**src/rtl/useq_ctrl.sv**
```systemverilog
// useq_ctrl: microsequencer that steps a combinational microcode ROM with conditional branches
// Ports: clk rising-edge clock; rst_n asynchronous active-low reset;
//   start runs the program from address 0; abort stops a running program;
//   cond holds the branch flags; rom_data is the microword read at rom_addr (always equal to upc);
//   ctrl carries the datapath controls (the word's sig field while RUN, 0 otherwise);
//   busy is high in RUN; done pulses in FIN; err pulses for one cycle after a fault.
// Define USEQ_CTRL_WDOG_EN to add a watchdog that faults after WDOG_CYCLES RUN cycles.
module useq_ctrl #(
  parameter int ROM_DEPTH   = 18,
  parameter int DONE_ADDR   = 17,
  parameter int WDOG_CYCLES = 64
) (
  input  logic        clk,
  input  logic        rst_n,
  input  logic        start,
  input  logic        abort,
  input  logic [3:0]  cond,
  input  logic [22:0] rom_data,
  output logic [4:0]  rom_addr,
  output logic [14:0] ctrl,
  output logic        busy,
  output logic        done,
  output logic        err
);
  typedef enum logic [1:0] {IDLE, RUN, FIN} state_t;
  localparam logic [5:0] DEPTH = 6'(ROM_DEPTH);
  localparam logic [4:0] DONE  = 5'(DONE_ADDR);
  state_t state, state_nx;
  logic [4:0] upc, upc_nx, tgt, nxt;
  logic [2:0] op;
  logic take, err_q, err_nx, wdog_hit;
  assign op       = rom_data[22:20];
  assign nxt      = rom_data[19:15];
  assign rom_addr = upc;
  assign ctrl     = state == RUN ? rom_data[14:0] : '0;
  assign busy     = state == RUN;
  assign done     = state == FIN;
  assign err      = err_q;
`ifdef USEQ_CTRL_WDOG_EN
  localparam logic [7:0] WLIM = 8'(WDOG_CYCLES - 1);
  logic [7:0] wdog;
  // Held at zero outside RUN, so it restarts on every entry to RUN.
  always_ff @(posedge clk or negedge rst_n)
    if (!rst_n) wdog <= '0;
    else wdog <= state == RUN ? wdog + 8'd1 : '0;
  assign wdog_hit = wdog == WLIM;
`else
  assign wdog_hit = WDOG_CYCLES < 0;
`endif
  always_comb begin
    take = op == 3'd0 || (op == 3'd1 && cond[0]) || (op == 3'd2 && cond[1])
        || (op == 3'd3 && cond[2]) || (op == 3'd4 && cond[3]);
    tgt = take ? nxt : upc + 5'd1;
    state_nx = state;
    upc_nx = upc;
    err_nx = 1'b0;
    case (state)
      IDLE: if (start && !abort) begin
        state_nx = RUN;
        upc_nx = '0;
      end
      RUN: if (abort) state_nx = IDLE;
      else if (upc == DONE) state_nx = FIN;
      else if ({1'b0, tgt} >= DEPTH || wdog_hit) begin
        state_nx = IDLE;
        upc_nx = '0;
        err_nx = 1'b1;
      end
      else upc_nx = tgt;
      default: state_nx = IDLE;
    endcase
  end
  always_ff @(posedge clk or negedge rst_n)
    if (!rst_n) begin
      state <= IDLE;
      upc <= '0;
      err_q <= 1'b0;
    end else begin
      state <= state_nx;
      upc <= upc_nx;
      err_q <= err_nx;
    end
endmodule
```
**config.mk**
```make
export PLATFORM = sky130hd
export DESIGN_NAME = useq_ctrl
export DESIGN_NICKNAME = d
export VERILOG_FILES = /design/src/rtl/useq_ctrl.sv
export SDC_FILE = /design/constraint.sdc
export NUM_CORES = 1
export LEC_CHECK = 0
export ABC_CLOCK_PERIOD_IN_PS = 2500
export CAP_MARGIN = 15
export CORE_AREA = 2 2 51 53
export CTS_CLUSTER_DIAMETER = 200
export CTS_CLUSTER_SIZE = 10
export DETAILED_ROUTE_END_ITERATION = 16
export DIE_AREA = 0 0 53 55
export HOLD_SLACK_MARGIN = 0.03
export MAX_ROUTING_LAYER = met4
export PLACE_DENSITY = 0.74
export SKIP_LAST_GASP = 1
export SLEW_MARGIN = 40
export SYNTH_ARGS = -nofsm -noshare
export SYNTH_HDL_FRONTEND = slang
export SYNTH_SLANG_ARGS = --single-unit
```
**constraint.sdc**
```tcl
create_clock -name clk -period 2.5 [get_ports clk]
set_clock_uncertainty 0.2 [all_clocks]
set_input_delay 0.75 -clock clk [delete_from_list [all_inputs] [get_ports clk]]
set_output_delay 0.75 -clock clk [all_outputs]
set_load 0.005 [all_outputs]
```
==> out/metrics.yaml, run 1 <==
dr.pass1.iters: 4
ys_warn_count: 0
relSlewSlack_pct: 73.5
arrival_ps: 1530
die_w_um: 53
rsz0062_at_grt: "true"
gp_congestion: 0.823
yosysSeqAreaShare_pct: 25.6
grt_usage_pct: 17.4
p_leak_nw: 0.543
tightest_slew_ps: 396
totalWireLength_um: 2470
synth-seq-cells: 8
final_nets: 186
power.density_mw_per_mm2: 398
htreeDepth: 1
grt_pass1_vias: 766
crit_path_end_kind: "output port"
synthesis.area_um2: 783
cts_inserted_buffers: 3
clk_path_buf_depth: 2
place.detailed.hpwl_um: 2000
cts_sinks: 8
die_h_um: 55
cts_tree: "yes"
finalPower_mw: 0.552
synth-edff-count: 0
worstPathRequired_ps: 1550
crit_path_start_kind: "primary input"
drv_cap: 0
antenna_found_initial: 0
vias_per_cell: 4.96
rows: 18
clk_pin_slew_worst_paths_ps: 60
outcome: "completed"
numPortBuffers: 53
placed_area_mm2: 0.00138
irDropWorstVdd_uv: 252
area_delta_synth_final_pct: 77.0
area.sequential_um2: 200
hold_buffers: 0
crit_type: "primary input to output port"
async_flop_share_pct: 100
grt_start_max_net_pins: 19
vias: 897
diodes: 0
fin_hold_ws_ps: 489
fillers: 226
clock.fmax_ghz: 0.404
initial_core_util_pct: 33.1
boundaryPins: 54
holdCritPathClass: "flip-flop to flip-flop"
synthFlopType: "dfrtp_1"
setup-violations-final: 0
report.final.hold_viol_count: 0
post-cts-setup-buffers: 0
crit_fanout: 1
syn_avg_cell_area_um2: 8.42
rrSetupSlack_ps: 450
core_mm2: 0.00236
grt_overflow: 0
multi_input_area_um2: 547
slew_violations: 0
grt_first_pass_wirelength_um: 3590
drt-initial-drc-count: 19
remaining_drc_errors: 0
wire_per_inst_um: 13.7
min_period_ps: 2480
dieArea_mm2: 0.00292
ys_types: 36
synth_nets: 126
ant_nets: 0
root_buffer: "clkbuf_4"
final_cell_area_mm2: 0.00139
clk_latency_ps: 260
drive_gt1_share_pct: 13.9
synthCells: 93
min_period_over_period_pct: 99.1
flip-flops by register name, indices dropped and copies added, names as in the netlist:
| name | cells |
|---|---|
| rom_addr | 5 |
| state | 2 |
| err | 1 |
synthesized netlist by cell type, drive strengths merged, types with 3 or more instances:
cell | count | share of area, %
and2 | 16 | 13
buf | 3 | 2.2
dfrtp | 8 | 26
inv | 3 | 1.4
mux2i | 3 | 3.8
nand2 | 6 | 2.9
nand3 | 3 | 2.6
nor2 | 6 | 2.9
nor2b | 4 | 3.2
nor3 | 4 | 2.6
nor3b | 4 | 3.8
o21ai | 5 | 4.2
per-stage QoR:
stage	setup TNS (ps)	setup slack, ps	cells	utilization [%]
after detailed placement	-3870	-286	178	58.3
after CTS	-14.2	-14.2	181	58.5
after floorplan	0	430	93	-
after global routing	-13.4	-13.4	181	58.6
after global placement	-3750	-257	178	58.3
final	0	21.9	181	58.6
path summary, 6_finish.rpt:
check,from,end,depth (start not counted)
max,rom_data[9],ctrl[9],3
min,rom_addr[1],rom_addr[1],2
min reg2reg,rom_addr[1],rom_addr[1],2
min in group asynchronous,rst_n,rom_addr[4],1
max in group asynchronous,rst_n,state[0],1
max reg2reg,rom_addr[0],rom_addr[2],5
cell families (layout without fill, tap and decap cells):
family / count (synthesis) / after routing / share of synthesized area, %
buffers and inverters: 8 / 66 / 4.63
AND/OR/NAND/NOR: 53 / 53 / 43.1
XOR/XNOR: 2 / 2 / 2.24
flip-flops: 8 / 8 / 25.6
adder cells (fa/ha/maj): 2 / 2 / 3.19
AO/OA/AOI/OAI: 17 / 17 / 17.4
multiplexers: 3 / 3 / 3.83
cells in the final DEF, fill, tap and decap left out, types with 3 or more instances in the layout:
cell type         n
clkdlybuf4s50_1  38
and2_1           16
clkdlybuf4s15_1  12
dfrtp_1           8
buf_4             7
nor2_1            6
nand2_1           6
nor2b_1           4
nor3_1            4
nor3b_1           4
inv_1             3
o21ai_0           3
mux2i_1           3
clkbuf_4          3
clkbuf_2          3
cell type report:
cell class	count	area share [%]
repair buffers	60	41.0
flip-flops and latches	8	14.4
clock buffers	3	1.62
multi-input cells	77	39.4
inverters	3	0.812
well taps	30	2.71
critical path, stage by stage:
cell             delay [ps]
clkdlybuf4s50_1         450
and2_1                  120
clkdlybuf4s15_1         210
metal layers:
metal	share of wire (%)	up-vias	global-route usage, %
li1	-	451	-
met5	0	-	-
met3	3.9	0	5.38
met4	0	0	4.27
met1	42	427	22.2
met2	54	19	27.1
repair_timing:
| action | CTS | global route |
|---|---|---|
| endpoints found under the setup margin | 15 | 14 |
| hold endpoints to repair | 0 | 0 |
| resized for setup | 16 | 17 |
power by group:
| group | internal (mW) | switching, mW |
|---|---|---|
| Combinational | 0.164 | 0.102 |
| Clock | 0.0554 | 0.0502 |
| Sequential | 0.145 | 0.0356 |
No activity file was read; power rests on OpenSTA's default activity.
==> inputs of run 2 (changes only) <==
--- a/config.mk
+++ b/config.mk
@@ -7,11 +7,11 @@
 export LEC_CHECK = 0
 export ABC_CLOCK_PERIOD_IN_PS = 2500
 export CAP_MARGIN = 15
-export CORE_AREA = 2 2 51 53
+export CORE_AREA = 2 2 55 57
 export CTS_CLUSTER_DIAMETER = 200
 export CTS_CLUSTER_SIZE = 10
 export DETAILED_ROUTE_END_ITERATION = 16
-export DIE_AREA = 0 0 53 55
+export DIE_AREA = 0 0 57 59
 export HOLD_SLACK_MARGIN = 0.03
 export MAX_ROUTING_LAYER = met4
 export PLACE_DENSITY = 0.74
==> run 2 against run 1 <==
Against the previous run: setup slack improved by 12 ps; sequential share of layout area shrank 0.065 points; power down 1.2%; final area is 0.45% higher; via count grew 0.56%; die area rose by 15%; clock power shrank 4%; sequential cell count unchanged; critical endpoint is now ctrl[13]; largest power group unchanged.
==> out/metrics.yaml, run 2 (same netlist as run 1, synthesis figures left out) <==
timing.final.ws_setup_ps: 34.0  # +12.0 ps
highest_layer: "met4"
grt_overflow: 0  # unchanged
dieArea_mm2: 0.00336  # +15%
drv_cap: 0  # unchanged
remaining_drc_errors: 0  # unchanged
clk_latency_ps: 260  # about the same
dr.pass1.iters: 4  # unchanged
drive_gt1_share_pct: 13.2  # -0.66 points
vias: 902  # +0.56%
grt_start_max_net_pins: 19  # unchanged
vias_per_cell: 4.96  # about the same
relSlewSlack_pct: 74.8  # +1.3 points
setup-violations-final: 0  # unchanged
m1WireLength_um: 899  # -13%
clk_path_buf_depth: 2  # unchanged
grt_pass1_vias: 820  # +7.0%
htreeDepth: 1  # unchanged
tightest_slew_ps: 376  # -19.4 ps
grt_usage_pct: 14.7  # -2.7 points
crit_path_start_kind: "primary input"
crit_fanout: 1  # unchanged
drt-initial-drc-count: 22  # +3
min_period_over_period_pct: 98.6  # -0.48 points
report.final.hold_viol_count: 0  # unchanged
cts_inserted_buffers: 3  # unchanged
wl_met3_um: 137  # +41%
crit_type: "primary input to output port"
outcome: "completed"
boundaryPins: 54  # unchanged
arrival_ps: 1520  # about the same
clock.fmax_ghz: 0.406  # +0.49%
worstPathRequired_ps: 1550  # about the same
fin_hold_ws_ps: 464  # -24.4 ps
initial_core_util_pct: 28.9  # -4.2 points
die_w_um: 57  # +7.5%
root_buffer: "clkbuf_4"
largest_reg_flops: 5  # unchanged
grt_first_pass_wirelength_um: 3660  # +1.9%
cts_tree: "yes"
wire_per_inst_um: 13.0  # -4.8%
holdCritPathClass: "flip-flop to flip-flop"
final_common_cell: "clkdlybuf4s50_1"
place.detailed.hpwl_um: 2000  # -0.19%
layout_common_cells: "38 x clkdlybuf4s50_1, 16 x and2_1, 13 x clkdlybuf4s15_1"
min_period_ps: 2470  # -12.0 ps
rsz0062_at_grt: "true"
area_delta_synth_final_pct: 77.8
slew_violations: 0  # unchanged
antenna_found_initial: 0  # unchanged
fillers: 265  # +17%
final_nets: 186  # unchanged
numPortBuffers: 53  # unchanged
ant_nets: 0  # unchanged
crit_path_end_kind: "output port"
die_h_um: 59  # +7.3%
clk_pin_slew_worst_paths_ps: 60  # about the same
gp_congestion: 0.945  # +15%
wl_met2_um: 1310  # -2.4%
irDropWorstVdd_uv: 283  # +12%
totalWireLength_um: 2370  # -4.2%
core_mm2: 0.00271  # +15%
diodes: 0  # unchanged
p_leak_nw: 0.543  # +0.10%
dp_slack_ps: -278  # +8.39 ps
cts_sinks: 8  # unchanged
rows: 19  # +1
power.density_mw_per_mm2: 392  # -1.6%
post-cts-setup-buffers: 0  # unchanged
## run 2: through the flow
| stage | utilization, % | std cells | TNS, ps | area (µm²) | power (mW) |
|---|---|---|---|---|---|
| floorplan | - | 93 | 0 | 783 | 0.301 |
| finish | 51.4 | 182 | 0 | 1390 | 0.545 |
| CTS | 51.1 | 182 | -11.0 | 1380 | 0.549 |
| detailed placement | 50.9 | 179 | -3950 | 1380 | 0.456 |
| global placement | 50.9 | 179 | -3780 | 1380 | 0.450 |
| global route | 51.4 | 182 | -7.35 | 1390 | 0.583 |
## run 2: final timing paths
kind,from,end,slack [ps],cells after the start
min reg2reg,rom_addr[0],rom_addr[0],460,1
max,rom_data[13],ctrl[13],30,3
max in group asynchronous,rst_n,state[1],1260,1
min,rom_addr[0],rom_addr[0],460,1
max reg2reg,rom_addr[0],rom_addr[2],480,5
min in group asynchronous,rst_n,rom_addr[0],570,1
## run 2: power by group
group	internal, mW	total, mW	switching [mW]
Clock	0.0551	0.102	0.0471
Combinational	0.164	0.268	0.104
Sequential	0.145	0.175	0.0298
## run 2: layout make-up
class | count | area [µm²] | area share, %
Clock buffer | 3 | 22.5 | 1.62
Inverter | 3 | 11.3 | 0.809
Multi-Input combinational cell | 77 | 547 | 39.3
Sequential cell | 8 | 200 | 14.4
Tap cell | 31 | 38.8 | 2.79
Timing Repair Buffer | 60 | 573 | 41.1
## run 2: repair_timing
action                     4_1_cts  5_1_grt
resized for setup               15       17
hold buffers                     0        0
setup endpoints to repair       15       15
gates cloned                     0        0
## run 2: worst max-delay path, cell delays in order
cell	delay [ps]
clkdlybuf4s50_1	440
and2_1	110
clkdlybuf4s15_1	210
## run 2: per-layer routing
layer  up-vias  track usage, %
met4         0            4.65
met2        25            25.6
li1        453               -
met3         3            5.02
met1       421            15.9
met5         -               -
==> inputs of run 3 (changes only) <==
--- a/config.mk
+++ b/config.mk
@@ -15,6 +15,7 @@
 export HOLD_SLACK_MARGIN = 0.03
 export MAX_ROUTING_LAYER = met4
 export PLACE_DENSITY = 0.74
+export RECOVER_POWER = 100
 export SKIP_LAST_GASP = 1
 export SLEW_MARGIN = 40
 export SYNTH_ARGS = -nofsm -noshare
==> run 3 against run 2 <==
Against the previous run: routed wire length fell by 0.21%; worst hold slack got worse by 4.8 ps; register-to-register slack barely moved; cell count did not move; critical endpoint unchanged.
==> out/metrics.yaml, run 3 (same netlist as run 1, synthesis figures left out) <==
outcome: "completed"
area_delta_synth_final_pct: 77.0
min_period_ps: 2470  # -0.00170 ps
grt_overflow: 0  # unchanged
min_period_over_period_pct: 98.6  # about the same
wl_met2_um: 1310  # -0.23%
slew_violations: 0  # unchanged
final_cell_area_mm2: 0.00139  # -0.45%
worstPathRequired_ps: 1550  # about the same
hold_buffers: 0  # unchanged
clkPwrFrac_pct: 19.0  # +0.3 points
switching_share_pct: 33.5  # +0.24 points
rows: 19  # unchanged
rsz0062_at_grt: "true"
grt_start_max_net_pins: 19  # unchanged
root_buffer: "clkbuf_4"
vias: 899  # -0.33%
placed_area_mm2: 0.00138  # unchanged
totalWireLength_um: 2360  # -0.21%
die_w_um: 57  # unchanged
numPortBuffers: 53  # unchanged
fillers: 267  # +0.75%
largest_reg_flops: 5  # unchanged
relSlewSlack_pct: 74.6  # -0.29 points
boundaryPins: 54  # unchanged
clk_pin_slew_worst_paths_ps: 60  # about the same
clk_latency_ps: 260  # about the same
dr.pass1.iters: 4  # unchanged
setup-violations-final: 0  # unchanged
drt-initial-drc-count: 28  # +27%
crit_path_end_kind: "output port"
report.final.hold_viol_count: 0  # unchanged
diodes: 0  # unchanged
cts_tree: "yes"
internal_power_mw: 0.358  # -1.6%
grt_first_pass_wirelength_um: 3660  # unchanged
comb_power_share_pct: 48.6  # -0.6 points
core_mm2: 0.00271  # unchanged
arrival_ps: 1520  # about the same
irDropWorstVdd_uv: 280  # -0.83%
layout_common_cells: "29 x clkdlybuf4s50_1, 16 x and2_1, 13 x clkdlybuf4s15_1"
highest_layer: "met4"
remaining_drc_errors: 0  # unchanged
grt_usage_pct: 14.7  # unchanged
ant_nets: 0  # unchanged
final_common_cell: "clkdlybuf4s50_1"
clk_path_buf_depth: 2  # unchanged
wl_met3_um: 139  # +1.5%
cts_inserted_buffers: 3  # unchanged
wire_per_inst_um: 13.0  # -0.21%
place.detailed.hpwl_um: 2000  # unchanged
htreeDepth: 1  # unchanged
antenna_found_initial: 0  # unchanged
drv_cap: 0  # unchanged
setup_tns_ps: 0  # unchanged
vias_per_cell: 4.94  # -0.33%
switching_power_mw: 0.180  # -0.56%
cts_sinks: 8  # unchanged
gp_congestion: 0.945  # unchanged
final_nets: 186  # unchanged
crit_type: "primary input to output port"
crit_fanout: 1  # unchanged
dieArea_mm2: 0.00336  # unchanged
m1WireLength_um: 896  # -0.33%
grt_pass1_vias: 820  # unchanged
clock.fmax_ghz: 0.406  # about the same
initial_core_util_pct: 28.9  # unchanged
seqPwrFrac_pct: 32.4  # +0.3 points
final_util_pct: 51.2  # -0.23 points
tightest_slew_ps: 380  # +4.32 ps
p_leak_nw: 0.559  # +2.8%
holdCritPathClass: "flip-flop to flip-flop"
drive_gt1_share_pct: 11.9  # -1.3 points
die_h_um: 59  # unchanged
crit_path_start_kind: "primary input"
power.density_mw_per_mm2: 388  # -0.84%
==> run 3: worst paths after layout <==
path / start / endpoint / slack [ps] / cells after the start
max in group asynchronous: rst_n / state[1] / 1190 / 1
setup / recovery: rom_data[13] / ctrl[13] / 30 / 3
min in group asynchronous: rst_n / rom_addr[0] / 640 / 1
setup reg to reg: rom_addr[0] / rom_addr[4] / 480 / 5
hold reg to reg: rom_addr[0] / rom_addr[0] / 460 / 1
hold / removal: rom_addr[0] / rom_addr[0] / 460 / 1
==> run 3: stage by stage <==
step	total power [mW]	setup slack (ps)	hold WS (ps)	std cells
2_1_floorplan	0.301	430	254	93
3_3_place_gp	0.450	-258	452	179
3_5_place_dp	0.456	-278	443	179
4_1_cts	0.549	-11.0	462	182
5_1_grt	0.576	-7.35	505	182
6_report	0.538	34.0	459	182
==> run 3: layout make-up <==
type,count,area (µm²),share of cell area [%]
sequential,8,200,14.4
multi-input combinational,77,542,39.1
timing repair buffer,60,572,41.2
tap,31,38.8,2.80
inverter,3,11.3,0.812
clock buffer,3,22.5,1.62
==> run 3: per-layer routing <==
layer  global-route usage, %  vias up
li1                        -      453
met1                    15.9      418
met2                    25.6       25
met3                    5.02        3
met4                    4.65        0
met5                       -        -
==> run 3: critical path, cell delays in order <==
cell and delay [ps]:
clkdlybuf4s50_1 440, and2_1 110, clkdlybuf4s15_1 210
==> run 3: repair_timing <==
item | in CTS | in global routing
buffers inserted | 0 | 0
pin swaps | 0 | 0
endpoints found under the setup margin | 15 | 15
gates resized for setup | 15 | 17
==> run 3: power groups by stage <==
stage               Combinational (mW)  Sequential (mW)  Clock (mW)
finish                           0.262            0.174       0.102
global route                     0.286            0.178       0.112
CTS                              0.267            0.174       0.107
detailed placement               0.279            0.177           0
global placement                 0.274            0.176           0
floorplan                        0.136            0.166           0
